$ cat src/rtl/sap_controller_if.sv
// Control-bus bundle between the SAP sequencer and its datapath registers.
// run/opcode flow into the sequencer; load and bus-enable strobes flow out.
interface sap_controller_if #(
  parameter int OP_W = 4
) ();
  // run is a level-sensitive advance enable, not a valid/ready pair: while
  // run=1 the sequencer moves one T-state per clock; while run=0 it holds its
  // state and keeps driving that state's strobes, so downstream loads repeat.
  logic            run;
  logic [OP_W-1:0] opcode;
  logic            cp, ep, lm, ce, li, ei, la, ea, su, eu, lb, lo;
  logic [2:0]      t_state;
  logic            halted;

  modport master (
    input  run, opcode,
    output cp, ep, lm, ce, li, ei, la, ea, su, eu, lb, lo, t_state, halted
  );

  modport slave (
    output run, opcode,
    input  cp, ep, lm, ce, li, ei, la, ea, su, eu, lb, lo, t_state, halted
  );
endinterface

$ cat src/rtl/sap_controller.sv
// Six-state T-ring sequencer for the 4-bit accumulator CPU: decodes state and
// IR opcode into register load / bus-enable strobes, with a sticky HALT state.
module sap_controller #(
  parameter int              OP_W   = 4,
  parameter logic [OP_W-1:0] OP_LDA = 4'b0000,
  parameter logic [OP_W-1:0] OP_ADD = 4'b0001,
  parameter logic [OP_W-1:0] OP_SUB = 4'b0010,
  parameter logic [OP_W-1:0] OP_OUT = 4'b1110,
  parameter logic [OP_W-1:0] OP_HLT = 4'b1111
) (
  input logic               clk,
  input logic               clr,
  sap_controller_if.master  bus
);

  // Binary encoding chosen so the state register doubles as t_state.
  localparam logic [2:0] ST_HALT = 3'd0;
  localparam logic [2:0] ST_T1   = 3'd1;
  localparam logic [2:0] ST_T2   = 3'd2;
  localparam logic [2:0] ST_T3   = 3'd3;
  localparam logic [2:0] ST_T4   = 3'd4;
  localparam logic [2:0] ST_T5   = 3'd5;
  localparam logic [2:0] ST_T6   = 3'd6;

  logic [2:0] state;
  logic [2:0] state_nxt;

  always_ff @(posedge clk or posedge clr) begin
    if (clr) state <= ST_T1;
    else     state <= state_nxt;
  end

  always_comb begin
    state_nxt = state;
    if (state > ST_T6) begin
      // Unused encoding 7: recover to the start of an instruction.
      state_nxt = ST_T1;
    end else if (state != ST_HALT && bus.run) begin
      case (state)
        ST_T1:   state_nxt = ST_T2;
        ST_T2:   state_nxt = ST_T3;
        ST_T3:   state_nxt = ST_T4;
        ST_T4:   state_nxt = (bus.opcode == OP_HLT) ? ST_HALT : ST_T5;
        ST_T5:   state_nxt = ST_T6;
        ST_T6:   state_nxt = ST_T1;
        default: state_nxt = ST_T1;
      endcase
    end
  end

  always_comb begin
    bus.cp = 1'b0;
    bus.ep = 1'b0;
    bus.lm = 1'b0;
    bus.ce = 1'b0;
    bus.li = 1'b0;
    bus.ei = 1'b0;
    bus.la = 1'b0;
    bus.ea = 1'b0;
    bus.su = 1'b0;
    bus.eu = 1'b0;
    bus.lb = 1'b0;
    bus.lo = 1'b0;
    case (state)
      ST_T1: begin
        bus.ep = 1'b1;
        bus.lm = 1'b1;
      end
      ST_T2: bus.cp = 1'b1;
      ST_T3: begin
        bus.ce = 1'b1;
        bus.li = 1'b1;
      end
      ST_T4: begin
        if (bus.opcode == OP_LDA || bus.opcode == OP_ADD || bus.opcode == OP_SUB) begin
          bus.ei = 1'b1;
          bus.lm = 1'b1;
        end else if (bus.opcode == OP_OUT) begin
          bus.ea = 1'b1;
          bus.lo = 1'b1;
        end
      end
      ST_T5: begin
        if (bus.opcode == OP_LDA) begin
          bus.ce = 1'b1;
          bus.la = 1'b1;
        end else if (bus.opcode == OP_ADD || bus.opcode == OP_SUB) begin
          bus.ce = 1'b1;
          bus.lb = 1'b1;
        end
      end
      ST_T6: begin
        if (bus.opcode == OP_ADD || bus.opcode == OP_SUB) begin
          bus.eu = 1'b1;
          bus.la = 1'b1;
          bus.su = (bus.opcode == OP_SUB);
        end
      end
      default: ;
    endcase
  end

  assign bus.t_state = state;
  assign bus.halted  = (state == ST_HALT);

endmodule

$ cat src/flat_wrapper.sv
// flat-port wrapper written by rule: the top's interface ports become plain ports
module sap_controller_flat 
#(
  parameter int              OP_W   = 4,
  parameter logic [OP_W-1:0] OP_LDA = 4'b0000,
  parameter logic [OP_W-1:0] OP_ADD = 4'b0001,
  parameter logic [OP_W-1:0] OP_SUB = 4'b0010,
  parameter logic [OP_W-1:0] OP_OUT = 4'b1110,
  parameter logic [OP_W-1:0] OP_HLT = 4'b1111
)
  (clk, clr, bus_run, bus_opcode, bus_cp, bus_ep, bus_lm, bus_ce, bus_li, bus_ei, bus_la, bus_ea, bus_su, bus_eu, bus_lb, bus_lo, bus_t_state, bus_halted);
  sap_controller_if #(.OP_W(OP_W)) bus_i ();
  input logic clk;
  input logic clr;
  input wire logic [$bits(bus_i.run)-1:0] bus_run;
  input wire logic [$bits(bus_i.opcode)-1:0] bus_opcode;
  output wire logic [$bits(bus_i.cp)-1:0] bus_cp;
  output wire logic [$bits(bus_i.ep)-1:0] bus_ep;
  output wire logic [$bits(bus_i.lm)-1:0] bus_lm;
  output wire logic [$bits(bus_i.ce)-1:0] bus_ce;
  output wire logic [$bits(bus_i.li)-1:0] bus_li;
  output wire logic [$bits(bus_i.ei)-1:0] bus_ei;
  output wire logic [$bits(bus_i.la)-1:0] bus_la;
  output wire logic [$bits(bus_i.ea)-1:0] bus_ea;
  output wire logic [$bits(bus_i.su)-1:0] bus_su;
  output wire logic [$bits(bus_i.eu)-1:0] bus_eu;
  output wire logic [$bits(bus_i.lb)-1:0] bus_lb;
  output wire logic [$bits(bus_i.lo)-1:0] bus_lo;
  output wire logic [$bits(bus_i.t_state)-1:0] bus_t_state;
  output wire logic [$bits(bus_i.halted)-1:0] bus_halted;
  assign bus_i.run = bus_run;
  assign bus_i.opcode = bus_opcode;
  assign bus_cp = bus_i.cp;
  assign bus_ep = bus_i.ep;
  assign bus_lm = bus_i.lm;
  assign bus_ce = bus_i.ce;
  assign bus_li = bus_i.li;
  assign bus_ei = bus_i.ei;
  assign bus_la = bus_i.la;
  assign bus_ea = bus_i.ea;
  assign bus_su = bus_i.su;
  assign bus_eu = bus_i.eu;
  assign bus_lb = bus_i.lb;
  assign bus_lo = bus_i.lo;
  assign bus_t_state = bus_i.t_state;
  assign bus_halted = bus_i.halted;
  sap_controller #(.OP_W(OP_W), .OP_LDA(OP_LDA), .OP_ADD(OP_ADD), .OP_SUB(OP_SUB), .OP_OUT(OP_OUT), .OP_HLT(OP_HLT)) u_core (.clk(clk), .clr(clr), .bus(bus_i));
endmodule
$ cat config.mk
export PLATFORM = sky130hd
export DESIGN_NAME = sap_controller_flat
export DESIGN_NICKNAME = d
export VERILOG_FILES = /design/src/rtl/sap_controller_if.sv /design/src/rtl/sap_controller.sv /design/src/flat_wrapper.sv
export SDC_FILE = /design/constraint.sdc
export NUM_CORES = 1
export LEC_CHECK = 0
export CAP_MARGIN = 20
export CORE_MARGIN = 5
export CORE_UTILIZATION = 28
export CTS_CLUSTER_DIAMETER = 50
export CTS_CLUSTER_SIZE = 8
export DETAILED_ROUTE_END_ITERATION = 8
export SLEW_MARGIN = 20
export SYNTH_ARGS = -nofsm -noshare
export SYNTH_HDL_FRONTEND = slang
export SYNTH_SLANG_ARGS = --single-unit
$ cat constraint.sdc
create_clock -name clk -period 1.9 [get_ports clk]
set_clock_uncertainty 0.05 [all_clocks]
set_input_delay 0.38 -clock clk [delete_from_list [all_inputs] [get_ports clk]]
set_output_delay 0.38 -clock clk [all_outputs]
set_load 0.02 [all_outputs]
# Word level (Yosys, flattened, before mapping)
# Cells that the tools add are included.
dict set report totals {
  reg_bits 3
  in_bits 7
  out_inout_bits 16
  wordCells 43
}
dict set report op_classes {
  magnitude_cmp 1
  n_eq_ne 10
  mux 23
  reduce_logical 8
}
# op count
set ops {}
lappend ops {{$mux W1} 16}
lappend ops {{$pmux W3 S5} 1}
lappend ops {{$eq A3 B3 Y1 const B} 3}
lappend ops {{$mux W3} 3}
lappend ops {{$eq A4 B4 Y1 const B} 2}
lappend ops {{$eq A3 B2 Y1 const B} 2}
lappend ops {{$pmux W1 S2} 3}
lappend ops {{$eq A4 B1 Y1 const B} 1}
lappend ops {{$eq A4 B2 Y1 const B} 1}
lappend ops {{$logic_not A4 Y1} 1}
lappend ops {{$eq A3 B1 Y1 const B} 1}
lappend ops {{$gt A3 B3 Y1 const B} 1}
lappend ops {{$logic_not A3 Y1} 1}
lappend ops {{$logic_or A1 B1 Y1} 3}
lappend ops {{$reduce_bool A3 Y1} 1}
lappend ops {{$reduce_bool A2 Y1} 1}
lappend ops {{$logic_and A1 B1 Y1} 1}

# Depth between registers and ports, before layout
# Gate-level depths: netlist of run 1.
dict set report logic_depth {
  depth_word 5
  depth_mapped 5
  mapped_depth_nobuf 5
}

# Worst setup path after synthesis of run 1
# OpenSTA, ideal clock, no wires.
dict set report synth_timing {
  path_kind {register to output}
  start {reg u_core.state[2], in the netlist u_core.bus.t_state[2]}
  end {out bus_lo}
  t_arrival_ps 1800
  required_time_ps 1470
  path_slack_ps -330
  stages_incl_launch_ff 5
  path_buffers 2
  cell_sequence {dfrtp_1 buf_2 nand3_1 nor4_1 buf_4}
}
dict set report synth_via {
  elab_chain_cells 2
}
# item line_no
set synth_rtl {}
lappend synth_rtl {{from (decl)} sap_controller.sv:25} ;# logic [2:0] state;
lappend synth_rtl {{from (signal assigned)} sap_controller.sv:30} ;# else state <= state_nxt;
lappend synth_rtl {{$eq A3 B3 Y1} -}
lappend synth_rtl {{$mux W1} -}
lappend synth_rtl {{to (decl)} flat_wrapper.sv:28} ;# output wire logic [$bits(bus_i.lo)-1:0] bus_lo;
# No other way between the ends.

# Worst setup path in the final report of run 1
dict set report layout_timing {
  start {in bus_opcode[2]}
  end {out bus_ei}
}
dict set report layout_via {
  elab_chain_cells 5
  elab_cells_between_ends 7
  classes_between {2 x eq/ne; 2 x mux; 3 x reduce/logical}
}
# item line_no
set layout_rtl {}
lappend layout_rtl {{from (decl)} flat_wrapper.sv:16} ;# input wire logic [$bits(bus_i.opcode)-1:0] bus_opcode;
lappend layout_rtl {{$eq A4 B1 Y1 or $logic_not A4 Y1 (tied branches)} sap_controller.sv:75} ;# if (bus.opcode == OP_LDA || bus.opcode == OP_ADD || bus.opcode == OP_SUB) begin
lappend layout_rtl {{$logic_or A1 B1 Y1} sap_controller.sv:75}
lappend layout_rtl {{$logic_or A1 B1 Y1 (*)} sap_controller.sv:75}
lappend layout_rtl {{$mux W1 (*)} sap_controller.sv:75}
lappend layout_rtl {{$mux W1 (*)} sap_controller.sv:64} ;# case (state)
lappend layout_rtl {{to (decl)} flat_wrapper.sv:22} ;# output wire logic [$bits(bus_i.ei)-1:0] bus_ei;
# Mark *: on every way between the ends. The rest lies on a longest branch, timed or not.

==> out/metrics.cfg, run 1 <==
[outcome]
outcome=complete, but fails checks
violations=setup timing

[clock_network]
cts_made_buffers=3
path_clk_slew_ns=0.04
cts_tree=done
cts_hold_buf=0
h-tree-depth=1
cts.root.buffer_cell=clkbuf_4
clockBufferDepth=2
clk_latency_ns=0.24
cts_sinks=3

[timing]
fin_crit_ns=1.96
fin_crit_sh=1.03
slew_headroom=0.824
fmaxAchievable_mhz=510
hold_viol_final=0
setup_ws_ns=-0.0618
finalSetupViolations=3
slew_viol_final=0
rsz0062_at_grt=true
tns_ns=-0.178
worst_hold_slack_ns=0.255
tightest_slew_ns=0.262

[synthesis]
synth_edf_count=0
synth-seq-cells=3
synth_area_leader_cell=dfrtp_1
syn_avg_cell_area_um2=7.08
async_flop_share=1.00
synthCells=61
synthTopCellsByCount=12 x nor2_1, 4 x inv_1, 3 x nor3_1
yosys_warnings=0
synth_most_common_cell=nor2_1
syn_area_um2=432
synth.top_cell.area_share=0.116
synth_nets=69
ys_types=34
yosys-top-cells-area=dfrtp_1 12%, nor2_1 10%, dfstp_2 6.1%, or3b_1 4.1%, nor3_1 3.5%
ys_seq_area_frac=0.177
ys.flop_type=dfrtp_1

[power]
p_int_mw=0.702
irDropWorstVdd_mv=0.691
clockPowerShare=0.090
pwr_density_cell_mw_per_mm2=1420
p_sw_frac=0.447
power_frac_comb=0.799
power_switching_mw=0.569
seqPwrFrac=0.111
p_leak_nw=0.445

[global_route]
grt_overflow=0
grt.total_usage=0.133
grt_pass1_vias=592
grt_antenna_before_repair=0
grt_max_degree=17
grt_pass1_wl_um=2620

[run]
maxCapViolCount=0

[routing]
drtPass1Iterations=4
routed_via_density=4.94
vias=613
detail-route-antenna-nets=0
drt-wirelength-per-cell_um=12.3
drc=0
drt_iter0_drc=12
wirelength_um=1520

[worst_setup_path]
crit_arrival_ns=1.53
cp.required_ns=1.47
crit_type=input port to output pin
critPathMaxFanout=3
cp-end-kind=output pin
critPathLaunchType=input port

[cells_and_area]
area_growth_syn_to_layout_pct=107
finalInstanceArea_um2=895
final_core_util=0.601
final_nets=117
multi_input_area_um2=363
area.sequential_um2=78.8
n_antenna_cell=0
drive_gt1_frac=0.491
largest_reg_flops=3
fillers=143

[place]
gp_congestion=0.884
dp_slack_ns=-0.816
placed_cell_area_um2=840
dp_hpwl_um=1270
numPortBuffers=22

[floorplanning]
chipHeight_um=49.3
die_width_um=49.3
pin_count=23
die-area_mm2=0.00243
core_area_mm2=0.00149
fp-row-count=14
start_util=0.290

[hold_path]
hold_class=input port to asynchronous set/reset pin

## worst paths after layout
check                                                   from                                end  slack [ns]  cells after the start
max                                            bus_opcode[2]                             bus_ei       -0.06                      6
min                                                      clr  u_core.bus.t_state[1]$_DFFE_PP0P_        0.25                      2
max reg2reg                u_core.bus.t_state[1]$_DFFE_PP0P_  u_core.bus.t_state[2]$_DFFE_PP0P_        0.14                      7
min reg2reg                u_core.bus.t_state[2]$_DFFE_PP0P_  u_core.bus.t_state[2]$_DFFE_PP0P_        0.67                      2
max in group asynchronous                                clr  u_core.bus.t_state[0]$_DFFE_PP1P_        1.34                      2
min in group clk           u_core.bus.t_state[2]$_DFFE_PP0P_  u_core.bus.t_state[2]$_DFFE_PP0P_        0.67                      2
## routing by layer
metal | global-route usage | wire length [um] | vias to the layer above
met4 | 0.0673 | 40 | 0
met5 | 0 | 0 | -
met1 | 0.157 | 617 | 279
met2 | 0.227 | 819 | 14
li1 | - | - | 316
met3 | 0.0214 | 46 | 4
## power by group through the flow
stage	clock network (mW)	logic, mW	registers, mW
floorplan	0	0.470	0.164
global placement	0	0.976	0.152
CTS	0.117	0.951	0.154
detailed placement	0	0.981	0.152
global route	0.124	1.10	0.149
finish	0.114	1.02	0.141
## area by class of cell
class	count	area share
Clock buffer	4	0.0294
Inverter	4	0.0168
Multi-Input combinational cell	50	0.406
Sequential cell	3	0.0881
Tap cell	16	0.0224
Timing Repair Buffer	47	0.438
## placed cells by master, fill, tap and decap left out, types with 2 or more instances in the layout
cell type and n:
buf_4 29, nor2_1 10, dlygate4sd2_1 6, inv_1 3, nor3_1 3, clkbuf_4 3, buf_6 3, buf_2 3
o211ai_1 2, nand2b_1 2, nand2_1 2, a21oi_1 2, o31ai_1 2, nor2_2 2, clkdlybuf4s15_1 2, clkdlybuf4s50_1 2
dfrtp_2 2
## worst max-delay path: stages
cell,delay (ns)
clkdlybuf4s15_1,0.18
or3b_4,0.41
a21o_1,0.20
nor3_4,0.12
buf_4,0.13
buf_6,0.11
## per-stage QoR
step / power, mW / cells
after floorplan: 0.634 / 61
after global placement: 1.13 / 116
after detailed placement: 1.13 / 116
after CTS: 1.22 / 121
after global routing: 1.37 / 124
final: 1.27 / 124
## timing repair
action / in CTS / in global routing
setup buffers: 1 / 3
pin swaps: 6 / 5
endpoints found under the hold margin: 0 / 0
resized for setup: 68 / 9
setup endpoints to repair: 17 / 13
## cell families after synthesis
group	Yosys count	synth area share
flops	3	0.177
buf+inv	8	0.0927
compound gates	14	0.232
simple gates	33	0.429
fa+ha+maj	1	0.0290
xor+xnor	2	0.0406
Power figures use the tool's default switching activity.
==> run 2, diff against run 1 <==
--- a/config.mk
+++ b/config.mk
@@ -11,6 +11,7 @@
 export CTS_CLUSTER_DIAMETER = 50
 export CTS_CLUSTER_SIZE = 8
 export DETAILED_ROUTE_END_ITERATION = 8
+export RECOVER_POWER = 50
 export SLEW_MARGIN = 20
 export SYNTH_ARGS = -nofsm -noshare
 export SYNTH_HDL_FRONTEND = slang
==> out/metrics.cfg, run 2 (synthesized netlist as in run 1, its figures left out) <==
[outcome]
outcome=complete, but fails checks
violations=setup timing

[clock_network]
cts.root.buffer_cell=clkbuf_4
clockBufferDepth=2  ; unchanged
cts_tree=done
path_clk_slew_ns=0.04  ; about the same
cts_made_buffers=3  ; unchanged
clk_latency_ns=0.24  ; about the same
cts_sinks=3  ; unchanged
h-tree-depth=1  ; unchanged

[place]
dp_hpwl_um=1270  ; unchanged
dp_slack_ns=-0.816  ; unchanged
numPortBuffers=22  ; unchanged
gp_congestion=0.884  ; unchanged
dp.cells=116  ; unchanged
placed_cell_area_um2=840  ; unchanged

[cells_and_area]
largest_reg_flops=3  ; unchanged
drive_gt1_frac=0.463  ; -0.0278
final_common_cell=buf_4
final_core_util=0.583  ; -0.0176
fillers=149  ; +4.2%
multi_input_area_um2=363  ; unchanged
area.sequential_um2=77.6  ; -1.6%
finalInstanceArea_um2=868  ; -2.9%
finalNonFillerCells=124  ; unchanged
n_antenna_cell=0  ; unchanged
final_nets=117  ; unchanged
area_growth_syn_to_layout_pct=101
most-common-layout-cells=29 x buf_4, 10 x nor2_1, 6 x dlygate4sd2_1

[timing]
finalSetupViolations=4  ; +1
tns_ns=-0.181  ; -0.00326 ns
fin_crit_sh=1.03  ; unchanged
slew_viol_final=0  ; unchanged
fmaxAchievable_mhz=510  ; unchanged
setup_ws_ns=-0.0618  ; unchanged
rsz0062_at_grt=true
hold_viol_final=0  ; unchanged
fin_crit_ns=1.96  ; unchanged
slew_headroom=0.824  ; about the same
tightest_slew_ns=0.262  ; -0.00000107 ns

[hold_path]
hold_class=input port to asynchronous set/reset pin

[worst_setup_path]
cp_slowest_cell=or3b_4
cp-end-kind=output pin
crit_type=input port to output pin
ff2ff_path_depth=7  ; unchanged
reg2reg_slack_ns=0.05  ; -0.09 ns
critPathMaxFanout=3  ; unchanged
cp_slowest_stage_delay_ns=0.41  ; about the same
critPathLaunchType=input port
crit_arrival_ns=1.53  ; about the same
cp.required_ns=1.47  ; about the same
path_cells=clkdlybuf4s15_1 -> or3b_4 -> a21o_1 -> nor3_4 -> buf_4 -> buf_6

[routing]
vias=612  ; -0.16%
drtPass1Iterations=4  ; unchanged
drt_iter0_drc=12  ; unchanged
detail-route-antenna-nets=0  ; unchanged
wirelength_um=1520  ; unchanged
drt-wirelength-per-cell_um=12.3  ; unchanged
routed_via_density=4.94  ; -0.16%
drc=0  ; unchanged

[global_route]
grt_pass1_wl_um=2620  ; unchanged
grt_pass1_vias=592  ; unchanged
grt.total_usage=0.133  ; unchanged
grt_max_degree=17  ; unchanged
grt_antenna_before_repair=0  ; unchanged
grt_overflow=0  ; unchanged

[power]
p_leak_nw=0.419  ; -5.7%
pwr_density_cell_mw_per_mm2=1410  ; -0.83%
irDropWorstVdd_mv=0.676  ; -2.3%

[floorplanning]
chipHeight_um=49.3  ; unchanged
start_util=0.290  ; unchanged
die-area_mm2=0.00243  ; unchanged
core_area_mm2=0.00149  ; unchanged
die_width_um=49.3  ; unchanged
fp-row-count=14  ; unchanged
pin_count=23  ; unchanged

[run]
maxCapViolCount=0  ; unchanged

## run 2: changes by cell type in the layout (fill, tap and decap cells not counted)
cell             previous run  this run
dfstp_1                     0         1
dfrtp_2                     2         1
dlygate4sd3_1               0         1
dfstp_2                     1         0
clkdlybuf4s50_1             2         1
dfrtp_1                     0         1
clkbuf_1                    1         3
dlymetal6s2s_1              1         0
buf_12                      1         0
## run 2: final timing paths
check                                                   from                           endpoint
setup / recovery                               bus_opcode[2]                             bus_ei
hold / removal                                           clr  u_core.bus.t_state[1]$_DFFE_PP0P_
setup reg to reg           u_core.bus.t_state[1]$_DFFE_PP0P_  u_core.bus.t_state[0]$_DFFE_PP1P_
hold reg to reg            u_core.bus.t_state[2]$_DFFE_PP0P_  u_core.bus.t_state[2]$_DFFE_PP0P_
max in group asynchronous                                clr  u_core.bus.t_state[0]$_DFFE_PP1P_
min in group clk           u_core.bus.t_state[2]$_DFFE_PP0P_  u_core.bus.t_state[2]$_DFFE_PP0P_
## run 2: per-layer routing
layer  track usage  vias to the layer above  share of wire
li1              -                      316              -
met1         0.157                      278           0.40
met2         0.227                       14           0.54
met3        0.0214                        4          0.035
met4        0.0673                        0          0.026
met5             0                        -              0
## run 2: where the power goes
group | switching [mW] | total [mW] | internal [mW] | leakage, nW
sequential | 0.0335 | 0.130 | 0.0969 | 0.0344
clock | 0.0352 | 0.114 | 0.0788 | 0.0150
combinational | 0.495 | 0.979 | 0.484 | 0.370
## run 2: layout make-up
cell class	instances	share of cell area
Clock buffer	4	0.0303
Inverter	4	0.0173
Multi-Input combinational cell	50	0.418
Sequential cell	3	0.0893
Tap cell	16	0.0231
Timing Repair Buffer	47	0.422
## run 2: critical path, delay by kind of cell
family | cells | cell delay [ns]
simple gates | 2 | 0.53
buf+inv | 3 | 0.42
compound gates | 1 | 0.20
## run 2: metrics by stage
stage / hold WS [ns] / power, mW
final: 0.393 / 1.22
after global routing: 0.409 / 1.32
after CTS: 0.254 / 1.22
after detailed placement: 0.505 / 1.13
after global placement: 0.504 / 1.13
after floorplan: 0.0828 / 0.634
## run 2: what timing repair did
action / in CTS / in global routing
setup buffers: 1 / 3
resized for setup: 68 / 9
hold buffers: 0 / 0
pin swaps: 6 / 5
endpoints found under the setup margin: 17 / 13
endpoints found under the hold margin: 0 / 0
